==> config.mk <==
export PLATFORM = sky130hd
export DESIGN_NAME = freq_gate_controller
export DESIGN_NICKNAME = d
export VERILOG_FILES = /design/src/rtl/freq_gate_controller.sv
export SDC_FILE = /design/constraint.sdc
export NUM_CORES = 1
export LEC_CHECK = 0
export ABC_AREA = 1
export CAP_MARGIN = 0
export CORE_AREA = 4 4 147 93
export CTS_BUF_LIST = sky130_fd_sc_hd__clkbuf_8
export CTS_CLUSTER_DIAMETER = 200
export CTS_CLUSTER_SIZE = 20
export DETAILED_ROUTE_END_ITERATION = 16
export DIE_AREA = 0 0 151 97
export PLACE_DENSITY = 0.7
export RECOVER_POWER = 50
export SLEW_MARGIN = 20
export SYNTH_ARGS = -nofsm -noshare
export SYNTH_HDL_FRONTEND = slang
export SYNTH_SLANG_ARGS = --single-unit
==> constraint.sdc <==
create_clock -name clk_ref_in -period 9.6 [get_ports clk_ref_in]
set_clock_uncertainty 0.2 [all_clocks]
set_input_delay 0.96 -clock clk_ref_in [delete_from_list [all_inputs] [get_ports clk_ref_in]]
set_output_delay 0.96 -clock clk_ref_in [all_outputs]
set_load 0.005 [all_outputs]
==> src/rtl/freq_gate_controller.sv <==
// freq_gate_controller: one gated frequency measurement at a time.
// Opens a gate window of a selectable number of reference cycles, counts
// synchronized rising edges of an asynchronous input during the window,
// then holds the result for the display side over a valid/ready handshake.
module freq_gate_controller #(
  parameter int GATE_CYCLES = 10000000,
  parameter int COUNT_W     = 32,
  parameter int SYNC_STAGES = 2
) (
  input  logic               clk_ref_in,
  input  logic               reset_in,
  input  logic               enable_in,
  input  logic [1:0]         gate_sel_in,
  input  logic               clk_x_in,
  input  logic               ready_in,
  output logic [COUNT_W-1:0] count_out,
  output logic [1:0]         range_out,
  output logic               overflow_out,
  output logic               valid_out,
  output logic               gate_out,
  output logic               busy_out
);

  // Gate lengths for each range, never shorter than one cycle.
  localparam int LEN0 = (GATE_CYCLES        >= 1) ? GATE_CYCLES        : 1;
  localparam int LEN1 = (GATE_CYCLES / 10   >= 1) ? GATE_CYCLES / 10   : 1;
  localparam int LEN2 = (GATE_CYCLES / 100  >= 1) ? GATE_CYCLES / 100  : 1;
  localparam int LEN3 = (GATE_CYCLES / 1000 >= 1) ? GATE_CYCLES / 1000 : 1;

  // Timer holds length-1 of the longest gate.
  localparam int TIMER_W = (LEN0 > 1) ? $clog2(LEN0) : 1;

  localparam logic [TIMER_W-1:0] LOAD0 = TIMER_W'(LEN0 - 1);
  localparam logic [TIMER_W-1:0] LOAD1 = TIMER_W'(LEN1 - 1);
  localparam logic [TIMER_W-1:0] LOAD2 = TIMER_W'(LEN2 - 1);
  localparam logic [TIMER_W-1:0] LOAD3 = TIMER_W'(LEN3 - 1);

  typedef enum logic [1:0] {
    IDLE    = 2'd0,
    ARM     = 2'd1,
    GATE    = 2'd2,
    PRESENT = 2'd3
  } state_t;

  state_t               state_r;
  logic [SYNC_STAGES-1:0] sync_r;
  logic                 prev_r;
  logic                 pulse_s;
  logic [TIMER_W-1:0]   timer_r;
  logic [COUNT_W-1:0]   cnt_r;
  logic                 sat_r;
  logic [1:0]           sel_r;
  logic [COUNT_W-1:0]   cnt_next_s;
  logic                 sat_next_s;

  // Timer reload value (length-1) for a gate select code.
  function automatic logic [TIMER_W-1:0] gate_load(input logic [1:0] sel);
    case (sel)
      2'd0:    return LOAD0;
      2'd1:    return LOAD1;
      2'd2:    return LOAD2;
      2'd3:    return LOAD3;
      default: return LOAD0;
    endcase
  endfunction

  // Bring clk_x_in into the reference domain and keep one previous sample.
  always_ff @(posedge clk_ref_in or posedge reset_in) begin
    if (reset_in) begin
      sync_r <= '0;
      prev_r <= 1'b0;
    end else begin
      sync_r <= {sync_r[SYNC_STAGES-2:0], clk_x_in};
      prev_r <= sync_r[SYNC_STAGES-1];
    end
  end

  assign pulse_s = sync_r[SYNC_STAGES-1] & ~prev_r;

  // Saturating edge count including this cycle's pulse.
  always_comb begin
    cnt_next_s = cnt_r;
    sat_next_s = sat_r;
    if (pulse_s) begin
      if (&cnt_r) begin
        sat_next_s = 1'b1;
      end else begin
        cnt_next_s = cnt_r + COUNT_W'(1);
      end
    end else begin
      cnt_next_s = cnt_r;
      sat_next_s = sat_r;
    end
  end

  // Measurement sequencer with registered status and result outputs.
  always_ff @(posedge clk_ref_in or posedge reset_in) begin
    if (reset_in) begin
      state_r      <= IDLE;
      timer_r      <= '0;
      cnt_r        <= '0;
      sat_r        <= 1'b0;
      sel_r        <= 2'd0;
      count_out    <= '0;
      range_out    <= 2'd0;
      overflow_out <= 1'b0;
      valid_out    <= 1'b0;
      gate_out     <= 1'b0;
      busy_out     <= 1'b0;
    end else begin
      case (state_r)
        IDLE: begin
          if (enable_in) begin
            state_r  <= ARM;
            busy_out <= 1'b1;
          end
        end
        ARM: begin
          sel_r    <= gate_sel_in;
          cnt_r    <= '0;
          sat_r    <= 1'b0;
          timer_r  <= gate_load(gate_sel_in);
          gate_out <= 1'b1;
          state_r  <= GATE;
        end
        GATE: begin
          if (!enable_in) begin
            // Abort: result is discarded, previous output stays visible.
            state_r  <= IDLE;
            gate_out <= 1'b0;
            busy_out <= 1'b0;
          end else if (timer_r == '0) begin
            // Last gate cycle: its pulse is included in the result.
            state_r      <= PRESENT;
            gate_out     <= 1'b0;
            cnt_r        <= cnt_next_s;
            sat_r        <= sat_next_s;
            count_out    <= cnt_next_s;
            overflow_out <= sat_next_s;
            range_out    <= sel_r;
            valid_out    <= 1'b1;
          end else begin
            cnt_r   <= cnt_next_s;
            sat_r   <= sat_next_s;
            timer_r <= timer_r - TIMER_W'(1);
          end
        end
        PRESENT: begin
          if (ready_in) begin
            valid_out <= 1'b0;
            if (enable_in) begin
              state_r <= ARM;
            end else begin
              state_r  <= IDLE;
              busy_out <= 1'b0;
            end
          end
        end
        default: begin
          state_r   <= IDLE;
          gate_out  <= 1'b0;
          busy_out  <= 1'b0;
          valid_out <= 1'b0;
        end
      endcase
    end
  end

endmodule

==> qor.yml, run 1 <==
hold_viol_final: 0
place_hpwl_mm: 11.3
p_per_area_mw_per_mm2: 175
hold_ws_ns: 0.158
slew_headroom_pct: -14.1
n_fill_cell: 1266
synth-seq-cells: 102
drc: 0
drt-pass1-iter-count: 4
crit_arrival_ns: 3.36
postLayoutCoreUtil_pct: 55.5
cap_violations: 1
critPathLaunchType: "primary input"
drive_gt1_share_pct: 5.80
grt_antenna_before_repair: 0
io_buffer_count: 44
path_cells: "dlygate4sd3_1 -> clkinvlp_2 -> buf_4"
cp-end-kind: "async pin"
crit_fanout: 64
wl_per_cell_um: 13.9
root_buffer: "clkbuf_8"
synthesis.nets: 929
clock_latency_ns: 0.37
finalSetupViolCount: 0
yosys.area.top_type: "dfrtp_1"
cts_tree: "built"
antenna_cells: 0
cpPeakStageDelay_ns: 0.98
totalWireLength_mm: 15.6
clock_path_buffers: 2
ys_warn_count: 0
p_leak_nw: 3.48
regArea_mm2: 0.00255
clkTransAtPathRegs_ns: 0.10
synth_edf_count: 0
synth_flop_cell: "dfrtp_1"
initial_utilization_pct: 49.6
fmax_ghz: 0.317
path_buf_inv: 3
grt_setup_unrepaired: "no"
path_class: "primary input to async pin"
ir_worst_vdd_mv: 0.0814
grt_pass1_wl_mm: 26.3
synth_area_leaders: "dfrtp_1, nand2_1, nor2_1"
hold_buffers: 0
pre_cts_ws_ns: 6.35
cpMaxStageDelayCell: "clkinvlp_2"
syn_area_mm2: 0.00616
worstPathRequired_ns: 9.81
violations: "max-capacitance violations, max-slew violations"
dpl_cell_area_mm2: 0.00669
async_flop_share_pct: 100
clkSinkCount: 102
coreArea_mm2: 0.0124
grt_max_degree: 65
h-tree-depth: 3
synth_top_area_share_pct: 41.4
design_area_mm2: 0.00688
ios: 45
grtUsageTotal_pct: 22.4
worst_slew_pin_slew_ns: 1.70
avgViaCountPerCell: 5.03
fp.dieH_um: 97
antenna_left: 0
rows: 32
die_area_mm2: 0.0146
synth_seq_area_share_pct: 41.4
areaGrowthSynthToFinish_pct: 11.8
post_cts_buffers: 0
min_period_ns: 3.15
dieWidth_um: 151
nets: 961
drv_slew: 40
cts_buffers: 9
ctsResizeCount: 0
syn_inst: 913
crit_family: "buffers and inverters"
postSynthAreaPerCell_um2: 6.75
gr-total-overflow: 0
synth_commonest_cells: "nand2_1, nor2_1, dfrtp_1, inv_1, nand3_1"
status: "finished with violations"
gp_congestion: 0.919
yosysMostFrequentCell: "nand2_1"
multi_input_area_mm2: 0.00312
via_count: 5623
finalSetupTns_ns: 0
setup_ws_ns: 6.45
synth.distinct_cells: 35
hold_class: "flop to flop"
period_share_pct: 32.8
grt_pass1_vias: 5076
drt_iter0_drc: 463
==> cell usage in the layout (no fill, tap or decap) <==
| cell type | n |
|---|---|
| o211ai_1 | 1 |
| nor3_1 | 4 |
| clkinvlp_2 | 1 |
| o211a_1 | 1 |
| o21ai_2 | 5 |
| clkbuf_8 | 10 |
| dfrtp_1 | 102 |
| or2_2 | 5 |
| ha_1 | 9 |
| xor2_1 | 11 |
| inv_1 | 82 |
| nand2_2 | 4 |
| nor3b_1 | 1 |
| nor2_2 | 6 |
| buf_4 | 5 |
| o21ai_0 | 36 |
| nand2_4 | 1 |
| o21bai_2 | 1 |
| a22oi_1 | 5 |
| nand2_1 | 406 |
| nand3b_1 | 3 |
| nand3_1 | 53 |
| o21ai_1 | 2 |
| nand4_1 | 17 |
| bufinv_16 | 1 |
| inv_2 | 4 |
| o21bai_1 | 2 |
| dlygate4sd3_1 | 44 |
| nor2_4 | 3 |
| clkinv_4 | 2 |
| inv_6 | 1 |
| clkinv_1 | 1 |
| nor2_1 | 104 |
| nand3_2 | 5 |
| a31o_2 | 1 |
| a21oi_1 | 8 |
| xnor2_1 | 2 |
==> metal layers <==
metal | track usage [%] | share of wire, % | vias up
li1 | - | - | 2888
met1 | 39.1 | 56 | 2552
met2 | 26.3 | 35 | 173
met3 | 6.27 | 8.2 | 10
met4 | 4.18 | 0.74 | 0
met5 | 0 | 0 | -
==> sequential cells by signal, indices dropped and copies added (netlist names) <==
signal / count
cnt_r: 32
count_out: 32
timer_r: 24
range_out: 2
sel_r: 2
state_r: 2
sync_r: 2
busy_out: 1
gate_out: 1
overflow_out: 1
prev_r: 1
sat_r: 1
valid_out: 1
==> path summary, 6_finish.rpt <==
check | startpoint | endpoint | slack, ns | depth (start not counted)
worst max-delay path | reset_in | cnt_r[10] | 6.45 | 3
worst min-delay path | sync_r[0] | sync_r[1] | 0.16 | 0
worst max register to register | state_r[0] | timer_r[19] | 6.78 | 9
worst min register to register | sync_r[0] | sync_r[1] | 0.16 | 0
max in group clk_ref_in | enable_in | timer_r[4] | 6.62 | 7
min in group asynchronous | reset_in | sel_r[1] | 1.24 | 2
==> cell families (layout without fill, tap and decap cells) <==
group	after synthesis	in the layout	synth area share [%]
xor gates and xnor gates	13	13	1.85
buffers and inverters	115	151	7.92
and+or+nand+nor	612	612	41.0
AOI/OAI and AO/OA	62	62	5.91
DFF	102	102	41.4
adders and majority gates	9	9	1.83
==> metrics by stage <==
stage | total power [mW] | std cells
5_1_grt | 1.29 | 1119
3_5_place_dp | 0.926 | 1104
3_3_place_gp | 0.920 | 1104
4_1_cts | 1.21 | 1119
2_1_floorplan | 0.815 | 913
6_report | 1.20 | 1119
==> area by class of cell <==
cell class | instances | area share [%]
clock buffers | 10 | 2.00
clock inverters | 5 | 0.872
repair buffers | 49 | 6.94
multi-input cells | 696 | 45.3
flip-flops and latches | 102 | 37.1
inverters | 87 | 4.76
well taps | 170 | 3.09
==> where the power goes <==
part / switching (mW) / internal (mW)
logic: 0.272 / 0.107
registers: 0.0562 / 0.488
clock network: 0.151 / 0.127
total: 0.480 / 0.722
Power figures use the tool's default switching activity.
==> run 2, diff against run 1 <==
--- a/config.mk
+++ b/config.mk
@@ -13,7 +13,7 @@
 export CTS_CLUSTER_SIZE = 20
 export DETAILED_ROUTE_END_ITERATION = 16
 export DIE_AREA = 0 0 151 97
-export PLACE_DENSITY = 0.7
+export PLACE_DENSITY = 0.73
 export RECOVER_POWER = 50
 export SLEW_MARGIN = 20
 export SYNTH_ARGS = -nofsm -noshare
==> constraint.sdc (replaced) <==
create_clock -name clk_ref_in -period 2.62 [get_ports clk_ref_in]
set_clock_uncertainty 0.2 [all_clocks]
set_input_delay 0.262 -clock clk_ref_in [delete_from_list [all_inputs] [get_ports clk_ref_in]]
set_output_delay 0.262 -clock clk_ref_in [all_outputs]
set_load 0.005 [all_outputs]
==> run 2 against run 1 <==
  * The run now ends clean
  * Register-to-register slack lost 6.5 ns
  * Critical path depth is 6 higher
  * Core utilization is 0.87 points higher
  * Total power rose to 3.8 times the previous value
  * Combinational power rose to 4.1 times the previous value
  * Routed wire length barely moved
  * Worst hold slack hardly changed
==> qor.yml, run 2 (same netlist as run 1, synthesis figures left out) <==
status: "complete, no violations"
crit_family: "simple AND/OR/NAND/NOR gates"
ctsResizeCount: 0  # unchanged
hold_buffers: 0  # unchanged
reg_top3: "cnt_r: 32 flops, count_out: 32 flops, timer_r: 24 flops"
cts_buffers: 9  # unchanged
antenna_left: 0  # unchanged
placedCellCount: 1117  # +1.2%
path_buf_inv: 1  # -2
crit_fanout: 20  # -69%
coreArea_mm2: 0.0124  # unchanged
hold_class: "flop to flop"
root_buffer: "clkbuf_8"
cts_tree: "built"
fmax_ghz: 0.423
r2r-start: "cnt_r[1]"
grt_max_degree: 103  # +58%
rows: 32  # unchanged
grt_antenna_before_repair: 0  # unchanged
io_buffer_count: 44  # unchanged
crit_arrival_ns: 2.48  # -0.88 ns
totalWireLength_mm: 15.6  # about the same
post_cts_buffers: 0  # unchanged
multi_input_area_mm2: 0.00312  # +0.24%
reg2reg_setup_slack_ns: 0.26  # -6.52 ns
min_from: "sync_r[0]"
cap_violations: 0  # -1
critPathLaunchType: "flop"
slew_headroom_pct: 6.57  # +21 points
final_common_cell: "nand2_1"
grtUsageTotal_pct: 22.2  # -0.28 points
path_cells: "ha_1 -> nand2_2 -> nor2_4 -> nand2_4 -> nor2_4 -> nand3_2 -> o21bai_2 -> inv_1 -> o21ai_1"
avgViaCountPerCell: 5.09  # +1.4%
gp_congestion: 1.00  # +9.2%
hold_viol_final: 0  # unchanged
clock_path_buffers: 2  # unchanged
cp-end-kind: "flop"
ir_worst_vdd_mv: 0.306  # +280%
regArea_mm2: 0.00255  # unchanged
cpPeakStageDelay_ns: 0.42  # -0.56 ns
grt_pass1_vias: 4944  # -2.6%
min_period_ns: 2.36
drt_iter0_drc: 572  # +24%
initial_utilization_pct: 49.6  # unchanged
gr-total-overflow: 0  # unchanged
dieWidth_um: 151  # unchanged
worstPathRequired_ns: 2.73  # -7.08 ns
holdPathStages: 0  # unchanged
finalSetupViolCount: 0  # unchanged
finalSetupTns_ns: 0  # unchanged
die_area_mm2: 0.0146  # unchanged
final_cell_mix: "nand2_1, nor2_1, dfrtp_1"
wl_per_cell_um: 13.8  # -1.2%
h-tree-depth: 3  # unchanged
drt-pass1-iter-count: 5  # +1
n_fill_cell: 1198  # -5.4%
grt_setup_unrepaired: "no"
grt_pass1_wl_mm: 25.9  # -1.7%
clkSinkCount: 102  # unchanged
clkTransAtPathRegs_ns: 0.11  # about the same
p_per_area_mw_per_mm2: 647  # +270%
hold_end: "sync_r[1]"
drv_slew: 0  # -100%
cp_common_cell: "nor2_4"
drive_gt1_share_pct: 7.17  # +1.4 points
via_count: 5771  # +2.6%
drc: 0  # unchanged
path_class: "flop to flop"
clock_latency_ns: 0.39  # +0.02 ns
r2r_cells: 9  # unchanged
place_hpwl_mm: 11.4  # +0.96%
cpMaxStageDelayCell: "dfrtp_1"
areaGrowthSynthToFinish_pct: 13.5
instances_no_fill: 1133  # +1.3%
antenna_cells: 0  # unchanged
nets: 974  # +1.4%
fp.dieH_um: 97  # unchanged
ios: 45  # unchanged
worst_slew_pin_slew_ns: 1.40  # -0.301 ns
reg2reg_to: "overflow_out"
period_share_pct: 90.2
p_leak_nw: 3.45  # -0.74%
## run 2: changes by cell type in the layout (fill, tap and decap cells not counted), sizes merged
cell           previous run  this run
clkinvlp                  1         2
buf                       5        16
bufinv                    1         0
dlygate4sd3              44        13
clkdlybuf4s50             0        31
clkinv                    3         4
clkbuf                   10        11
inv                      87        88
## run 2: how the worst max path moves through the flow
stage	depth (start not counted)	slack, ns	from	endpoint
floorplan	11	0.73	cnt_r[1]	cnt_r[20]
global placement	11	0.35	cnt_r[1]	count_out[28]
detailed placement	11	0.32	cnt_r[1]	cnt_r[30]
CTS	9	0.28	cnt_r[1]	overflow_out
global route	11	0.04	cnt_r[1]	cnt_r[7]
finish	9	0.26	cnt_r[1]	overflow_out
## run 2: layer usage
layer / track usage [%] / up-vias / wire length, um
met2: 26.9 / 201 / 5530
met3: 5.01 / 14 / 1290
met4: 4.18 / 0 / 131
met5: 0 / - / 0
met1: 38.5 / 2633 / 8640
li1: - / 2923 / -
## run 2: cell type report
class                   instances  share of cell area, %
clock buffers                   9                   1.77
clock inverters                 7                  0.931
inverters                      87                   4.72
multi-input cells             696                   44.7
flip-flops and latches        102                   36.5
well taps                     170                   3.04
repair buffers                 62                   8.36
## run 2: power breakdown
part / internal (mW) / switching [mW] / total [mW]
clock network: 0.367 / 0.616 / 0.983
logic: 0.506 / 1.05 / 1.56
registers: 1.79 / 0.197 / 1.98
total: 2.66 / 1.86 / 4.52
## run 2: worst reg2reg max path: stages (launching register included)
cell	delay, ns
dfrtp_1	0.42
ha_1	0.28
nand2_2	0.11
nor2_4	0.17
nand2_4	0.10
nor2_4	0.15
nand3_2	0.38
o21bai_2	0.24
inv_1	0.07
o21ai_1	0.16
## run 2: per-stage QoR
| stage | util [%] | setup slack (ns) | hold slack (ns) | cell area (um^2) | power [mW] |
|---|---|---|---|---|---|
| floorplan | - | 0.729 | 0.0934 | 6160 | 2.99 |
| global placement | 55.0 | 0.351 | 0.135 | 6820 | 3.52 |
| detailed placement | 55.0 | 0.324 | 0.135 | 6820 | 3.54 |
| CTS | 56.5 | 0.283 | 0.0849 | 7010 | 4.53 |
| global route | 56.3 | 0.0376 | 0.196 | 6990 | 4.82 |
| finish | 56.3 | 0.256 | 0.159 | 6990 | 4.52 |
==> run 3, diff against run 2 <==
--- a/config.mk
+++ b/config.mk
@@ -15,6 +15,7 @@
 export DIE_AREA = 0 0 151 97
 export PLACE_DENSITY = 0.73
 export RECOVER_POWER = 50
+export SETUP_SLACK_MARGIN = 0.1
 export SLEW_MARGIN = 20
 export SYNTH_ARGS = -nofsm -noshare
 export SYNTH_HDL_FRONTEND = slang
==> run 3 against run 2 <==
  * Non-clock buffer count did not move
  * Routed wire length is 0.59% lower
  * Clock power hardly changed
  * Count of clock-buffer cells in the layout did not move
  * Total power shrank 0.17%
  * Sequential power about the same
  * Global-route usage unchanged
  * Combinational power barely moved
  * Cell count did not move
  * Register-to-register slack improved by 0.12 ns
  * Die area stayed put
  * Worst hold slack gained 0.00056 ns
  * Largest cell class unchanged
==> qor.yml, run 3 (same netlist as run 1, synthesis figures left out) <==
slew_headroom_pct: 7.38  # +0.81 points
grt_pass1_vias: 4944  # unchanged
clkSinkCount: 102  # unchanged
drc: 0  # unchanged
p_leak_nw: 3.45  # about the same
clock_path_buffers: 2  # unchanged
drt_iter0_drc: 604  # +5.6%
cts_buffers: 9  # unchanged
ir_worst_vdd_mv: 0.304  # -0.54%
crit_arrival_ns: 2.38  # -0.10 ns
reg_top3: "cnt_r: 32 flops, count_out: 32 flops, timer_r: 24 flops"
antenna_left: 0  # unchanged
cap_violations: 0  # unchanged
cp-end-kind: "flop"
h-tree-depth: 3  # unchanged
worstPathRequired_ns: 2.75  # +0.02 ns
finalSetupViolCount: 0  # unchanged
critPathLaunchType: "flop"
grtUsageTotal_pct: 22.2  # unchanged
die_area_mm2: 0.0146  # unchanged
final_cell_mix: "nand2_1, nor2_1, dfrtp_1"
hold_class: "flop to flop"
postLayoutCoreUtil_pct: 56.4  # +0.061 points
worst_slew_pin_slew_ns: 1.39  # -0.0121 ns
status: "complete, no violations"
grt_max_degree: 103  # unchanged
finalSetupTns_ns: 0  # unchanged
areaGrowthSynthToFinish_pct: 13.7
nets: 974  # unchanged
drive_gt1_share_pct: 7.17  # unchanged
ctsResizeCount: 0  # unchanged
drt-pass1-iter-count: 5  # unchanged
path_class: "flop to flop"
clock_latency_ns: 0.39  # about the same
hold_buffers: 0  # unchanged
io_buffer_count: 44  # unchanged
totalWireLength_mm: 15.5  # -0.59%
grt_setup_unrepaired: "no"
hold_viol_final: 0  # unchanged
setup_ws_ns: 0.378  # +0.122 ns
gp_congestion: 1.00  # unchanged
antenna_cells: 0  # unchanged
grt_antenna_before_repair: 0  # unchanged
fmax_ghz: 0.446  # +5.4%
fp.dieH_um: 97  # unchanged
ios: 45  # unchanged
place_hpwl_mm: 11.4  # unchanged
period_share_pct: 85.6  # -4.6 points
coreArea_mm2: 0.0124  # unchanged
gr-total-overflow: 0  # unchanged
via_count: 5762  # -0.16%
cts_tree: "built"
post_cts_buffers: 0  # unchanged
clkTransAtPathRegs_ns: 0.11  # about the same
n_fill_cell: 1198  # unchanged
p_per_area_mw_per_mm2: 645  # -0.28%
rows: 32  # unchanged
initial_utilization_pct: 49.6  # unchanged
root_buffer: "clkbuf_8"
final_common_cell: "nand2_1"
dieWidth_um: 151  # unchanged
min_period_ns: 2.24  # -0.122 ns
multi_input_area_mm2: 0.00313  # +0.24%
pre_cts_ws_ns: 0.324  # unchanged
drv_slew: 0  # unchanged
grt_pass1_wl_mm: 25.9  # unchanged
wl_per_cell_um: 13.7  # -0.59%
avgViaCountPerCell: 5.09  # -0.16%
crit_fanout: 5  # -75%
regArea_mm2: 0.00255  # unchanged
run 3: critical path, cell delays in order, from the launching register on:
cell and delay [ns]:
dfrtp_1 0.42, ha_1 0.28, nand2_2 0.11, nor2_4 0.17, nand2_4 0.10, nor3b_1 0.50, nand4_1 0.15, nand2_1 0.13
nand2_1 0.06, nand2_1 0.06
run 3: through the flow:
stage | area [um^2] | hold slack [ns] | power (mW) | std cells
global route | 7000 | 0.196 | 4.82 | 1133
finish | 7000 | 0.159 | 4.51 | 1133
floorplan | 6160 | 0.0934 | 2.99 | 913
CTS | 7010 | 0.0849 | 4.53 | 1133
detailed placement | 6820 | 0.135 | 3.54 | 1117
global placement | 6820 | 0.135 | 3.52 | 1117
run 3: layout make-up:
cell class / instances / share of cell area [%]
clock buffers: 9 / 1.77
clock inverters: 7 / 0.930
inverters: 87 / 4.72
multi-input cells: 696 / 44.7
flip-flops and latches: 102 / 36.5
well taps: 170 / 3.04
repair buffers: 62 / 8.35
run 3: path summary, 6_finish.rpt:
kind	cells after the start	start	endpoint	slack, ns
min in group asynchronous	3	reset_in	timer_r[19]	0.65
max reg2reg	9	cnt_r[1]	cnt_r[20]	0.38
min reg2reg	0	sync_r[0]	sync_r[1]	0.16
max	9	cnt_r[1]	cnt_r[20]	0.38
max in group asynchronous	3	reset_in	cnt_r[16]	0.69
min	0	sync_r[0]	sync_r[1]	0.16
run 3: routing by layer:
layer,GRT usage (%),vias up,part of all wire [%]
met5,0,-,0
met2,26.9,190,36
met4,4.18,0,0.85
met3,5.01,13,8.0
li1,-,2928,-
met1,38.5,2631,55
run 3: report_power, final:
part | switching (mW) | internal, mW | leakage [nW]
Clock | 0.617 | 0.367 | 0.0938
Combinational | 1.04 | 0.506 | 2.01
Sequential | 0.196 | 1.79 | 1.35
